`config.mk`:
```
export PLATFORM = sky130hd
export DESIGN_NAME = fetch_stage
export DESIGN_NICKNAME = d
export VERILOG_FILES = /design/src/rtl/fetch_stage.sv
export SDC_FILE = /design/constraint.sdc
export NUM_CORES = 1
export LEC_CHECK = 0
export CAP_MARGIN = 20
export CORE_MARGIN = 2
export CORE_UTILIZATION = 42
export CTS_CLUSTER_SIZE = 8
export DETAILED_ROUTE_END_ITERATION = 6
export PLACE_DENSITY = 0.76
export SLEW_MARGIN = 40
export SYNTH_ARGS = -nofsm -noshare
export SYNTH_HDL_FRONTEND = slang
export SYNTH_SLANG_ARGS = --single-unit
```
`constraint.sdc`:
```
create_clock -name clk -period 2.1 [get_ports clk]
set_input_delay 0.42 -clock clk [delete_from_list [all_inputs] [get_ports clk]]
set_output_delay 0.42 -clock clk [all_outputs]
set_load 0.05 [all_outputs]
```
`src/rtl/fetch_stage.sv`:
```
// IF stage of the 5-stage MIPS pipeline: PC register, fetch address check, IF/ID register.
// Redirect priority: exception > stall > branch/jump > sequential.
module fetch_stage #(
  parameter logic [31:0] PC_RESET   = 32'h0000_3000,
  parameter int unsigned IM_WORDS   = 4096,
  parameter bit          DELAY_SLOT = 1'b1
) (
  input  logic        clk,
  input  logic        reset_n,
  input  logic        stall,
  input  logic        br_redirect,
  input  logic [31:0] br_target,
  input  logic        exc_req,
  input  logic [31:0] exc_target,
  input  logic [31:0] f_instr,
  output logic [31:0] f_pc,
  output logic [31:0] d_instr,
  output logic [31:0] d_pc,
  output logic [31:0] d_pc8,
  output logic        d_valid,
  output logic        d_exc_adel
);

  // 33-bit limit so a memory ending at the top of the address space cannot wrap
  localparam logic [32:0] PcLimit = {1'b0, PC_RESET} + (33'(IM_WORDS) * 33'd4);

  logic [31:0] pc_q, pc_d;
  logic [31:0] instr_q, instr_d;
  logic [31:0] dpc_q, dpc_d;
  logic        valid_q, valid_d;
  logic        adel_q, adel_d;

  logic        fetch_fault;
  logic [31:0] fetch_word;

  always_comb begin
    fetch_fault = (pc_q[1:0] != 2'b00) ||
                  (pc_q < PC_RESET) ||
                  ({1'b0, pc_q} >= PcLimit);
    fetch_word  = fetch_fault ? 32'h0 : f_instr;
  end

  always_comb begin
    pc_d    = pc_q;
    instr_d = instr_q;
    dpc_d   = dpc_q;
    valid_d = valid_q;
    adel_d  = adel_q;

    if (exc_req) begin
      pc_d    = exc_target;
      instr_d = 32'h0;
      dpc_d   = pc_q;
      valid_d = 1'b0;
      adel_d  = 1'b0;
    end else if (stall) begin
      // The branch stays in ID and reasserts once the stall drops.
    end else begin
      pc_d = br_redirect ? br_target : pc_q + 32'd4;
      if (br_redirect && !DELAY_SLOT) begin
        instr_d = 32'h0;
        dpc_d   = pc_q;
        valid_d = 1'b0;
        adel_d  = 1'b0;
      end else begin
        instr_d = fetch_word;
        dpc_d   = pc_q;
        valid_d = 1'b1;
        adel_d  = fetch_fault;
      end
    end
  end

  always_ff @(posedge clk or negedge reset_n) begin
    if (!reset_n) begin
      pc_q    <= PC_RESET;
      instr_q <= 32'h0;
      dpc_q   <= 32'h0;
      valid_q <= 1'b0;
      adel_q  <= 1'b0;
    end else begin
      pc_q    <= pc_d;
      instr_q <= instr_d;
      dpc_q   <= dpc_d;
      valid_q <= valid_d;
      adel_q  <= adel_d;
    end
  end

  assign f_pc       = pc_q;
  assign d_instr    = instr_q;
  assign d_pc       = dpc_q;
  assign d_pc8      = dpc_q + 32'd8;
  assign d_valid    = valid_q;
  assign d_exc_adel = adel_q;

endmodule

```
# Word-level counts from Yosys, hierarchy flattened
# Index checks and enable logic that the tools add are counted.
dict set report word_totals {
  register_bits 98
  out_inout_bits 130
  wordCells 25
  input_bits 101
}
dict set report op_classes {
  eq_ne 1
  magnitude_cmp 2
  addsub 2
  muxes 12
  n_reduce_logical 3
}
# cell n
set ops {}
lappend ops {{two-way mux 32 bit} 8}
lappend ops {{adder 32 x 3 -> 32 bit (second input constant)} 1}
lappend ops {{adder 32 x 4 -> 32 bit (second input constant)} 1}
lappend ops {{>= comparator 32 x 15 -> 1 bit (second input constant)} 1}
lappend ops {{less-than comparator 32 x 14 -> 1 bit (second input constant)} 1}
lappend ops {{two-way mux 1 bit} 4}
lappend ops {{logical OR 1 bit} 2}
lappend ops {{!= test 2 x 1 -> 1 bit (second input constant)} 1}
lappend ops {{nonzero test 2 bit} 1}

# Logic depth before layout (Yosys ltp)
# Gate-level depths: netlist of run 1.
dict set report logic_depth {
  depth_word 6
  depth_mapped 7
  depth_no_buf 6
}

# Least setup slack after synthesis of run 1
# Ideal clock, no wire load.
dict set report synth_timing {
  kind {register to output}
  startpoint {reg dpc_q[5], in the netlist d_pc[5]}
  endpoint {out d_pc8[28]}
  arrival_time_ps 2562
  t_required_ps 1680
  stages_incl_launch_ff 6
  path_buffers 0
  slack_ps -882
  cell_sequence {dfrtp_1 -> and4_1 -> nand4_1 -> nor2_1 -> nand4_1 -> xnor2_1}
}
dict set report synth_via {
  elab_chain_len 1
}
# item line_no
set synth_rtl {}
lappend synth_rtl {{start: declaration} 29} ;# logic [31:0] dpc_q, dpc_d;
lappend synth_rtl {{start signal: assignment} 84} ;# dpc_q <= dpc_d;
lappend synth_rtl {{adder 32 x 4 -> 32 bit} 93} ;# assign d_pc8 = dpc_q + 32'd8;
lappend synth_rtl {{end: declaration} 19} ;# output logic [31:0] d_pc8,
# Every way passes these cells.

# Worst setup path after layout of run 1
dict set report layout_timing {
  startpoint {reg dpc_q[5], in the netlist d_pc[5]}
  endpoint {out d_pc8[23]}
}
# Same word-level chain as after synthesis.

==> results of run 1 <==
## Yosys cell counts (2+ instances only)
master	count
nand3b_1	34
ha_1	3
mux2i_1	8
nand3_1	26
o21ai_0	15
inv_1	8
buf_2	3
nor2_1	33
a21oi_1	66
nand4_1	15
buf_4	3
nand2_1	97
nor4_4	2
nor3_1	8
o221ai_1	18
and2_1	4
clkbuf_1	32
xor2_1	22
and3_1	7
dfstp_2	2
buf_6	3
buf_1	2
and4_1	5
nand2b_1	4
and3_2	3
dfrtp_1	96
xnor2_1	25
clkbuf_8	3
nor4_1	8
mux2_2	35
nor3b_1	2
## where the power goes
group	internal (mW)	switching [mW]
clock	0.989	0.685
combinational	1.15	1.58
sequential	2.06	0.217
total	4.19	2.48
## final timing paths
kind	to	slack, ns
worst max-delay path	d_pc8[23]	-0.29
worst min-delay path	d_instr[20]$_DFFE_PN0P_	0.02
worst max register to register	d_instr[15]$_DFFE_PN0P_	0.15
worst min register to register	d_valid$_DFFE_PN0P_	0.52
max in group asynchronous	d_pc[12]$_DFFE_PN0P_	1.44
min in group clk	d_valid$_DFFE_PN0P_	0.52
## critical path, stage by stage, from the launching register on
cell and delay, ns:
dfrtp_2 0.36, and4_4 0.25, nand3_2 0.19, nor2_4 0.17, buf_4 0.16, nand3_2 0.13, xnor2_4 0.21, buf_12 0.15
## sequential cells by signal, summed over array words and instances, names as in the netlist
name / count
d_valid: 1
f_pc: 32
d_exc_adel: 1
d_instr: 32
d_pc: 32
## layout make-up
class                   count  area (um2)
well taps                 176         220
flip-flops and latches     98        2500
fillers                   923        3570
repair buffers            293        3030
inverters                   8        30.0
multi-input cells         458        3540
clock inverters             2        35.0
clock buffers              14         264
## cells by family (layout without fill, tap and decap cells)
| group | count (synthesis) | after routing |
|---|---|---|
| DFF | 98 | 98 |
| adders and majority gates | 3 | 3 |
| and+or+nand+nor | 258 | 258 |
| xor gates and xnor gates | 47 | 47 |
| muxes | 43 | 43 |
| AOI/OAI and AO/OA | 107 | 107 |
| buffers and inverters | 55 | 317 |
## what timing repair did
action | in CTS | in global routing
setup endpoints to repair | 34 | 33
hold buffers | 0 | 0
pin swaps | 15 | 11
gates resized for setup | 35 | 21
buffers inserted | 8 | 8
## per-layer routing
layer,vias to the layer above,GRT usage
met3,35,0.0665
met2,312,0.425
met4,0,0.0956
met1,2760,0.340
li1,2674,-
met5,-,0
==> impl_metrics.ini, run 1 <==
[outcome]
outcome = finished, violations left
failed_checks = setup timing

[finish]
drive_above_1_share = 0.300
stdcell_count = 1049
finalInstanceArea_um2 = 9620
diodes = 0
final_util = 0.729
final_common_cell = clkdlybuf4s50_1
final_cell_mix = clkdlybuf4s50_1 (152), nand2_1 (93), buf_4 (80)
synthToLayoutAreaGrowth_pct = 69.5
nNetsFinal = 972

[global_route]
antenna_found_initial = 0
grt_pass1_wl_mm = 30.0
grt_max_degree = 128
grt_pass1_vias = 5780
grt_usage = 0.262
grt.overflow.total = 0

[sta]
skew_ns = 0.00614
max_freq_mhz = 419
finalHoldViolCount = 0
slew_viol_final = 0
fin_crit_sh = 1.14
tightest_slew_ns = 0.606
setup_viol = 22
period_needed_ns = 2.39
slew_headroom = 0.596
grt_setup_unrepaired = yes
fin_setup_tns_ns = -4.53
hold_ws_ns = 0.0170
finalWorstSetupSlack_ns = -0.287

[power_and_ir_drop]
power_mw = 6.67
leakagePower_nw = 4.00
power-per-cell-area_nw_per_um2 = 694
max-vdd-ir-drop_mv = 0.325

[synthesis]
synthArstFlopShare = 1.00
syn_inst = 611
yosys_warnings = 0
synthTopCellsByArea = dfrtp_1 (42%), mux2_2 (6.9%), nand2_1 (6.4%)
netlist_area_um2 = 5670
avgSynthCellArea_um2 = 9.28
synthAdderAreaFrac = 0.00662
synth-simple-area-share = 0.244
synth_mux_area_frac = 0.0836
synth_top_family_by_area = simple AND/OR/NAND/NOR gates
syn-num-nets = 715
synth_compound_area_frac = 0.111
synth_edf_count = 0
synth_top_area_cell = dfrtp_1
ys_seq_area_frac = 0.433
ys_seq_elements = 98
synth.distinct_cells = 50
synth_xor_area_frac = 0.0726
yosys.area.top_type_share = 0.424
yosys_most_used_dff = dfrtp_1

[route]
vias_per_cell = 5.51
drc = 0
top_layer = met4
drtPass1Iterations = 5
wl_met3_mm = 2.00
met1_length_mm = 7.82
wl_per_cell_um = 18.5
met2_length_mm = 9.15
drt_iter0_markers = 355
routed_wl_mm = 19.4
vias = 5781
ant_nets = 0

[floorplan]
die_width_um = 120
pin_count = 231
dieHeight_um = 120
start_util = 0.430
die-area_um2 = 14400
core_um2 = 13200
rows = 42

[worst_setup_path]
worstReg2RegStart = f_pc[31]$_DFFE_PN0P_
cp-end-kind = output pin
critPathMaxFanout = 4
crit_type = flip-flop to output pin
required_ns = 1.68
cp_data_arrival_time_ns = 1.97
start_kind = flip-flop
rr_worst_depth = 6
critPathLaunch = d_pc[5]$_DFFE_PN0P_

[cts]
numCtsBuffers = 9
clock_path_buffers = 2
cts.reportedPaths.clkPinSlew_ns = 0.06
cts_htree_levels = 3
cts.sinks = 98
cts_root_buffer = clkbuf_16
cts_tree = yes
clock_latency_ns = 0.34

[placed_design]
place_congestion = 0.875
dp_slack_ns = -0.0451
portBuffers = 230
dp.cells = 1018
place_area_um2 = 9060
dp_hpwl_mm = 14.0

[worst_hold_path]
hold_path.class = input port to async pin

[flow_run]
drv_cap = 0
No activity file was read; power rests on OpenSTA's default activity.
==> inputs of run 2 (changes only) <==
Settings changed: CORE_ASPECT_RATIO set to 0.8, CTS_CLUSTER_SIZE 8 to 20, GPL_TIMING_DRIVEN set to 0.
==> run 2 against run 1 <==
Net effect:
- the flow still finishes with violations (setup timing)
- sequential cell count did not move
- critical path depth rose by 1
- register-to-register slack got worse by 0.05 ns
- clock skew fell by 0.00088 ns
- sequential share of layout area fell by 0.26 points
- final cell count rose by 3.5%
- utilization rose by 1.8 points
- clock power barely moved
- global-route usage rose by 2.7 points
- clock-buffer cell count fell by 2
- combinational power fell by 7%
- critical path type unchanged
==> impl_metrics.ini, run 2 (synthesis results as in run 1) <==
[outcome]
outcome = finished, violations left
failed_checks = setup timing

[cts]
cts.reportedPaths.clkPinSlew_ns = 0.07
clock_latency_ns = 0.35
cts.sinks = 98
clock_path_buffers = 2
cts_htree_levels = 3
cts_root_buffer = clkbuf_16
cts_tree = yes
numCtsBuffers = 9

[sta]
fin_setup_tns_ns = -5.73
period_needed_ns = 2.51
setup_viol = 20
slew_viol_final = 0
fin_crit_sh = 1.20
skew_ns = 0.00526
slew_headroom = 0.598
hold_ws_ns = 0.519
finalHoldViolCount = 0
grt_setup_unrepaired = yes
max_freq_mhz = 398
tightest_slew_ns = 0.602
finalWorstSetupSlack_ns = -0.411

[floorplan]
core_um2 = 13000
start_util = 0.436
die-area_um2 = 14500
rows = 37
dieHeight_um = 108
die_width_um = 134
pin_count = 231

[global_route]
grt_use_met1 = 0.396
met3_usage = 0.0624
grt.overflow.total = 0
grt_use_met2 = 0.462
grt_max_degree = 63
grt_pass1_vias = 5818
busiest_layer = met2
grt_usage = 0.289
antenna_found_initial = 0
grt_pass1_wl_mm = 32.2

[placed_design]
place_congestion = 0.858
portBuffers = 229
dp_hpwl_mm = 14.9

[worst_setup_path]
ff2ff_setup_slack_ns = 0.10
critPathLaunch = d_pc[7]$_DFFE_PN0P_
start_kind = flip-flop
rr_worst_depth = 5
cp-end-kind = output pin
reg2reg_to = f_pc[24]$_DFFE_PN0P_
worstReg2RegStart = f_pc[12]$_DFFE_PN1P_
path_cells = and4_4 -> nand4_1 -> buf_6 -> nor2_4 -> buf_12 -> nand4_1 -> xnor2_4 -> buf_6
cp_data_arrival_time_ns = 2.09
crit_type = flip-flop to output pin
critPathMaxFanout = 5
slowest_delay_ns = 0.37
required_ns = 1.68
cp_slowest_cell = dfrtp_2
endpoint = d_pc8[28]

[finish]
diodes = 0
nNetsFinal = 1010
final_cell_mix = clkdlybuf4s50_1 (153), nand2_1 (92), a21oi_1 (66)
synthToLayoutAreaGrowth_pct = 71.3
final_common_cell = clkdlybuf4s50_1
drive_above_1_share = 0.281

[power_and_ir_drop]
power_mw = 6.55
power-per-cell-area_nw_per_um2 = 674
max-vdd-ir-drop_mv = 0.561
leakagePower_nw = 4.14

[route]
drt_iter0_markers = 427
ant_nets = 0
drtPass1Iterations = 5
wl_per_cell_um = 19.4
vias_per_cell = 5.55
vias = 6026
drc = 0
routed_wl_mm = 21.0

[flow_run]
drv_cap = 0

[worst_hold_path]
hold_path.class = flip-flop to flip-flop
-- run 2: critical path, delay by kind of cell (launching register included) --
family,cells,cell delay (ns)
xor gates and xnor gates,1,0.23
DFF,1,0.37
and+or+nand+nor,4,0.65
buffers and inverters,3,0.49
-- run 2: power breakdown --
group / internal (mW) / switching [mW]
combinational: 1.00 / 1.55
sequential: 2.06 / 0.234
clock: 0.987 / 0.718
total: 4.05 / 2.50
-- run 2: worst min-delay path by stage --
stage	startpoint	to	depth (start not counted)
floorplan	reset_n	d_exc_adel$_DFFE_PN0P_	0
global placement	d_valid$_DFFE_PN0P_	d_valid$_DFFE_PN0P_	2
detailed placement	reset_n	d_instr[24]$_DFFE_PN0P_	1
CTS	d_valid$_DFFE_PN0P_	d_valid$_DFFE_PN0P_	2
global route	reset_n	d_instr[8]$_DFFE_PN0P_	2
finish	d_valid$_DFFE_PN0P_	d_valid$_DFFE_PN0P_	2
-- run 2: what timing repair did --
| action | CTS | global route |
|---|---|---|
| pin swaps | 20 | 13 |
| cloned | 0 | 0 |
| hold buffers | 1 | 0 |
| resized for setup | 231 | 49 |
| endpoints found under the hold margin | 36 | 0 |
| endpoints found under the setup margin | 82 | 114 |
| setup buffers | 37 | 17 |
-- run 2: through the flow --
step                      std cells  worst slack (ns)  utilization  cell area (um2)
after global routing           1086            -0.478        0.747             9720
after global placement         1015             -3.44        0.668             8700
after CTS                      1069            -0.359        0.729             9490
after detailed placement       1016            -0.930        0.671             8730
after floorplan                 611            -0.289            -             6180
final                          1086            -0.411        0.747             9720
-- run 2: routing by layer --
| metal | routed length, um | share of wire | vias up |
|---|---|---|---|
| met5 | 0 | 0 | - |
| met4 | 430 | 0.020 | 0 |
| met3 | 1600 | 0.076 | 34 |
| met2 | 10100 | 0.48 | 285 |
| met1 | 8930 | 0.42 | 2958 |
| li1 | - | - | 2749 |
-- run 2: area by class of cell --
cell class              count  area [um2]
flip-flops and latches     98        2500
fillers                   898        3290
clock inverters             4        50.0
clock buffers              12         256
plain buffers              47         268
multi-input cells         458        3590
inverters                   8        30.0
well taps                 175         219
repair buffers            284        2800
==> inputs of run 3 (changes only) <==
Settings changed: ABC_AREA set to 1, PLACE_DENSITY 0.76 to 0.75.
==> run 3 against run 2 <==
Net effect:
- the flow still finishes with violations (setup timing)
- final area grew 0.68%
- clock-buffer cell count shrank 2
- clock power down 2%
- total power fell by 1.4%
- sequential power hardly changed
- via count is 16% higher
- synthesized cell count up 44%
- combinational power decreased by 2%
- wire length increased by 12%
- worst setup slack improved by 0.14 ns
==> impl_metrics.ini, run 3 <==
[finish]
diodes = 0
nNetsFinal = 1270
seqCellArea_um2 = 2490
fillers = 1162
final_common_cell = nand2_1
drive_above_1_share = 0.198
multi_input_area_um2 = 3630
stdcell_count = 1351
finalInstanceArea_um2 = 9780
synthToLayoutAreaGrowth_pct = 63.8
final_cell_mix = nand2_1 (306), clkdlybuf4s50_1 (161), nor2_1 (99)
final_util = 0.712

[worst_setup_path]
reg2reg_to = f_pc[16]$_DFFE_PN0P_
cp_data_arrival_time_ns = 1.96
cp_slowest_cell = dfrtp_2
rr_worst_depth = 10
cp_num_buf_inv = 1
crit_family = simple AND/OR/NAND/NOR gates
start_kind = flip-flop
required_ns = 1.68
cp-end-kind = output pin
ff2ff_setup_slack_ns = 0.17
critPathMaxFanout = 4
path_cells = ha_4 -> nand3_4 -> nor2_4 -> and2_4 -> nand3b_1 -> xor2_4 -> buf_6
crit_type = flip-flop to output pin
slowest_delay_ns = 0.44
worstReg2RegStart = f_pc[2]$_DFFE_PN0P_

[global_route]
grt_pass1_vias = 6620
grt_usage = 0.308
antenna_found_initial = 0
grt_pass1_wl_mm = 36.3
grt.overflow.total = 0
grt_max_degree = 72

[floorplan]
die_width_um = 137
dieHeight_um = 111
die-area_um2 = 15200
rows = 38
pin_count = 231
start_util = 0.435
core_um2 = 13700

[power_and_ir_drop]
seqPwrFrac = 0.357
max-vdd-ir-drop_mv = 0.472
intPower_mw = 3.79
leakagePower_nw = 4.43
power-per-cell-area_nw_per_um2 = 659
clkPwrFrac = 0.258
power_switching_share = 0.412
pwr-share-comb = 0.386
switchingPower_mw = 2.66

[synthesis]
ys_seq_elements = 98
synthTopCellsByCount = nand2_1 (325), nor2_1 (113), dfrtp_1 (96)
netlist_area_um2 = 5970
avgSynthCellArea_um2 = 6.78
yosys_most_used_dff = dfrtp_1
ys_seq_area_frac = 0.411
syn-num-nets = 985
yosys.area.top_type_share = 0.402
synth_top_area_cell = dfrtp_1
synthArstFlopShare = 1.00
synth_edf_count = 0
synthTopCellsByArea = dfrtp_1 (40%), nand2_1 (20%), nor2_1 (7.1%)
synth.distinct_cells = 34
yosys_warnings = 0
yosysMostFrequentCell = nand2_1
syn_inst = 881

[cts]
cts.sinks = 98
cts_htree_levels = 3
numCtsBuffers = 9
clock_path_buffers = 2
cts_tree = yes
clock_latency_ns = 0.35
cts.reportedPaths.clkPinSlew_ns = 0.07
cts_root_buffer = clkbuf_16

[placed_design]
portBuffers = 228
dp.cells = 1290
dp_hpwl_mm = 17.9
place_area_um2 = 8850
place_congestion = 0.948
dp_slack_ns = -0.688

[outcome]
failed_checks = setup timing
outcome = finished, violations left

[route]
wl_per_cell_um = 17.4
drc = 0
drt_iter0_markers = 582
vias_per_cell = 5.18
ant_nets = 0
routed_wl_mm = 23.5
drtPass1Iterations = 5
vias = 7000

[worst_hold_path]
min_from = d_instr[19]$_DFFE_PN0P_
min_delay_worst_endpoint = d_instr[19]$_DFFE_PN0P_
hold_depth = 2
hold_path.class = flip-flop to flip-flop

[sta]
slew_headroom = 0.599
slew_viol_final = 0
fin_setup_tns_ns = -2.99
finalWorstSetupSlack_ns = -0.275
max_freq_mhz = 421
finalHoldViolCount = 0
period_needed_ns = 2.38
setup_viol = 22
grt_setup_unrepaired = yes
tightest_slew_ns = 0.602
fin_crit_sh = 1.13
skew_ns = 0.0118

[flow_run]
drv_cap = 0
run 3: power groups by stage:
stage	Sequential (mW)	Combinational [mW]	Clock [mW]
2_1_floorplan	2.80	0.890	0
3_3_place_gp	2.36	2.24	0
3_5_place_dp	2.36	2.27	0
4_1_cts	2.29	2.41	1.67
5_1_grt	2.33	2.64	1.74
6_report	2.30	2.49	1.66
run 3: final cells by class:
class / instances / share of cell area
multi-input combinational: 673 / 0.371
clock buffer: 10 / 0.0244
sequential: 98 / 0.254
tap: 180 / 0.0230
timing repair buffer: 274 / 0.275
clock inverter: 6 / 0.00588
buffer: 36 / 0.0178
inverter: 74 / 0.0284
run 3: logic make-up after synthesis:
group / share of synthesized area
simple gates: 0.375
buf+inv: 0.0756
compound gates: 0.0921
flops: 0.411
xor+xnor: 0.0381
fa+ha+maj: 0.00628
mux: 0.00168
run 3: per-layer routing:
layer / up-vias / global-route usage / wire [um]
li1: 3350 / - / -
met1: 3303 / 0.460 / 10800
met2: 316 / 0.465 / 10600
met3: 31 / 0.0480 / 1620
met4: 0 / 0.0784 / 450
met5: - / 0 / 0
run 3: metrics by stage:
stage,hold WS (ns),power [mW]
2_1_floorplan,0.124,3.69
3_3_place_gp,0.463,4.60
3_5_place_dp,0.284,4.62
4_1_cts,0.476,6.37
5_1_grt,0.489,6.70
6_report,0.492,6.45
run 3: how the worst max path moves through the flow:
stage,to,slack (ns),startpoint,cells after the start
after detailed placement,d_pc8[22],-0.69,d_pc[6]$_DFFE_PN0P_,6
after CTS,d_pc8[22],-0.22,d_pc[3]$_DFFE_PN0P_,6
final,d_pc8[29],-0.28,d_pc[3]$_DFFE_PN0P_,7
after global placement,d_pc[13]$_DFFE_PN0P_,-3.83,reset_n,1
after global routing,d_pc8[23],-0.35,d_pc[9]$_DFFE_PN0P_,7
after floorplan,d_pc8[29],-0.14,d_pc[4]$_DFFE_PN0P_,6
run 3: timing repair:
action,CTS,global route
pin swaps,29,17
hold buffers,1,0
hold endpoints to repair,25,0
setup endpoints to repair,43,33
buffers inserted,30,14
resized for setup,258,37
run 3: worst min-delay path, delay by kind of cell, from the launching register on:
kind | cells | cell delay (ns)
AND/OR/NAND/NOR | 1 | 0.05
AO/OA/AOI/OAI | 1 | 0.06
flip-flops | 1 | 0.34
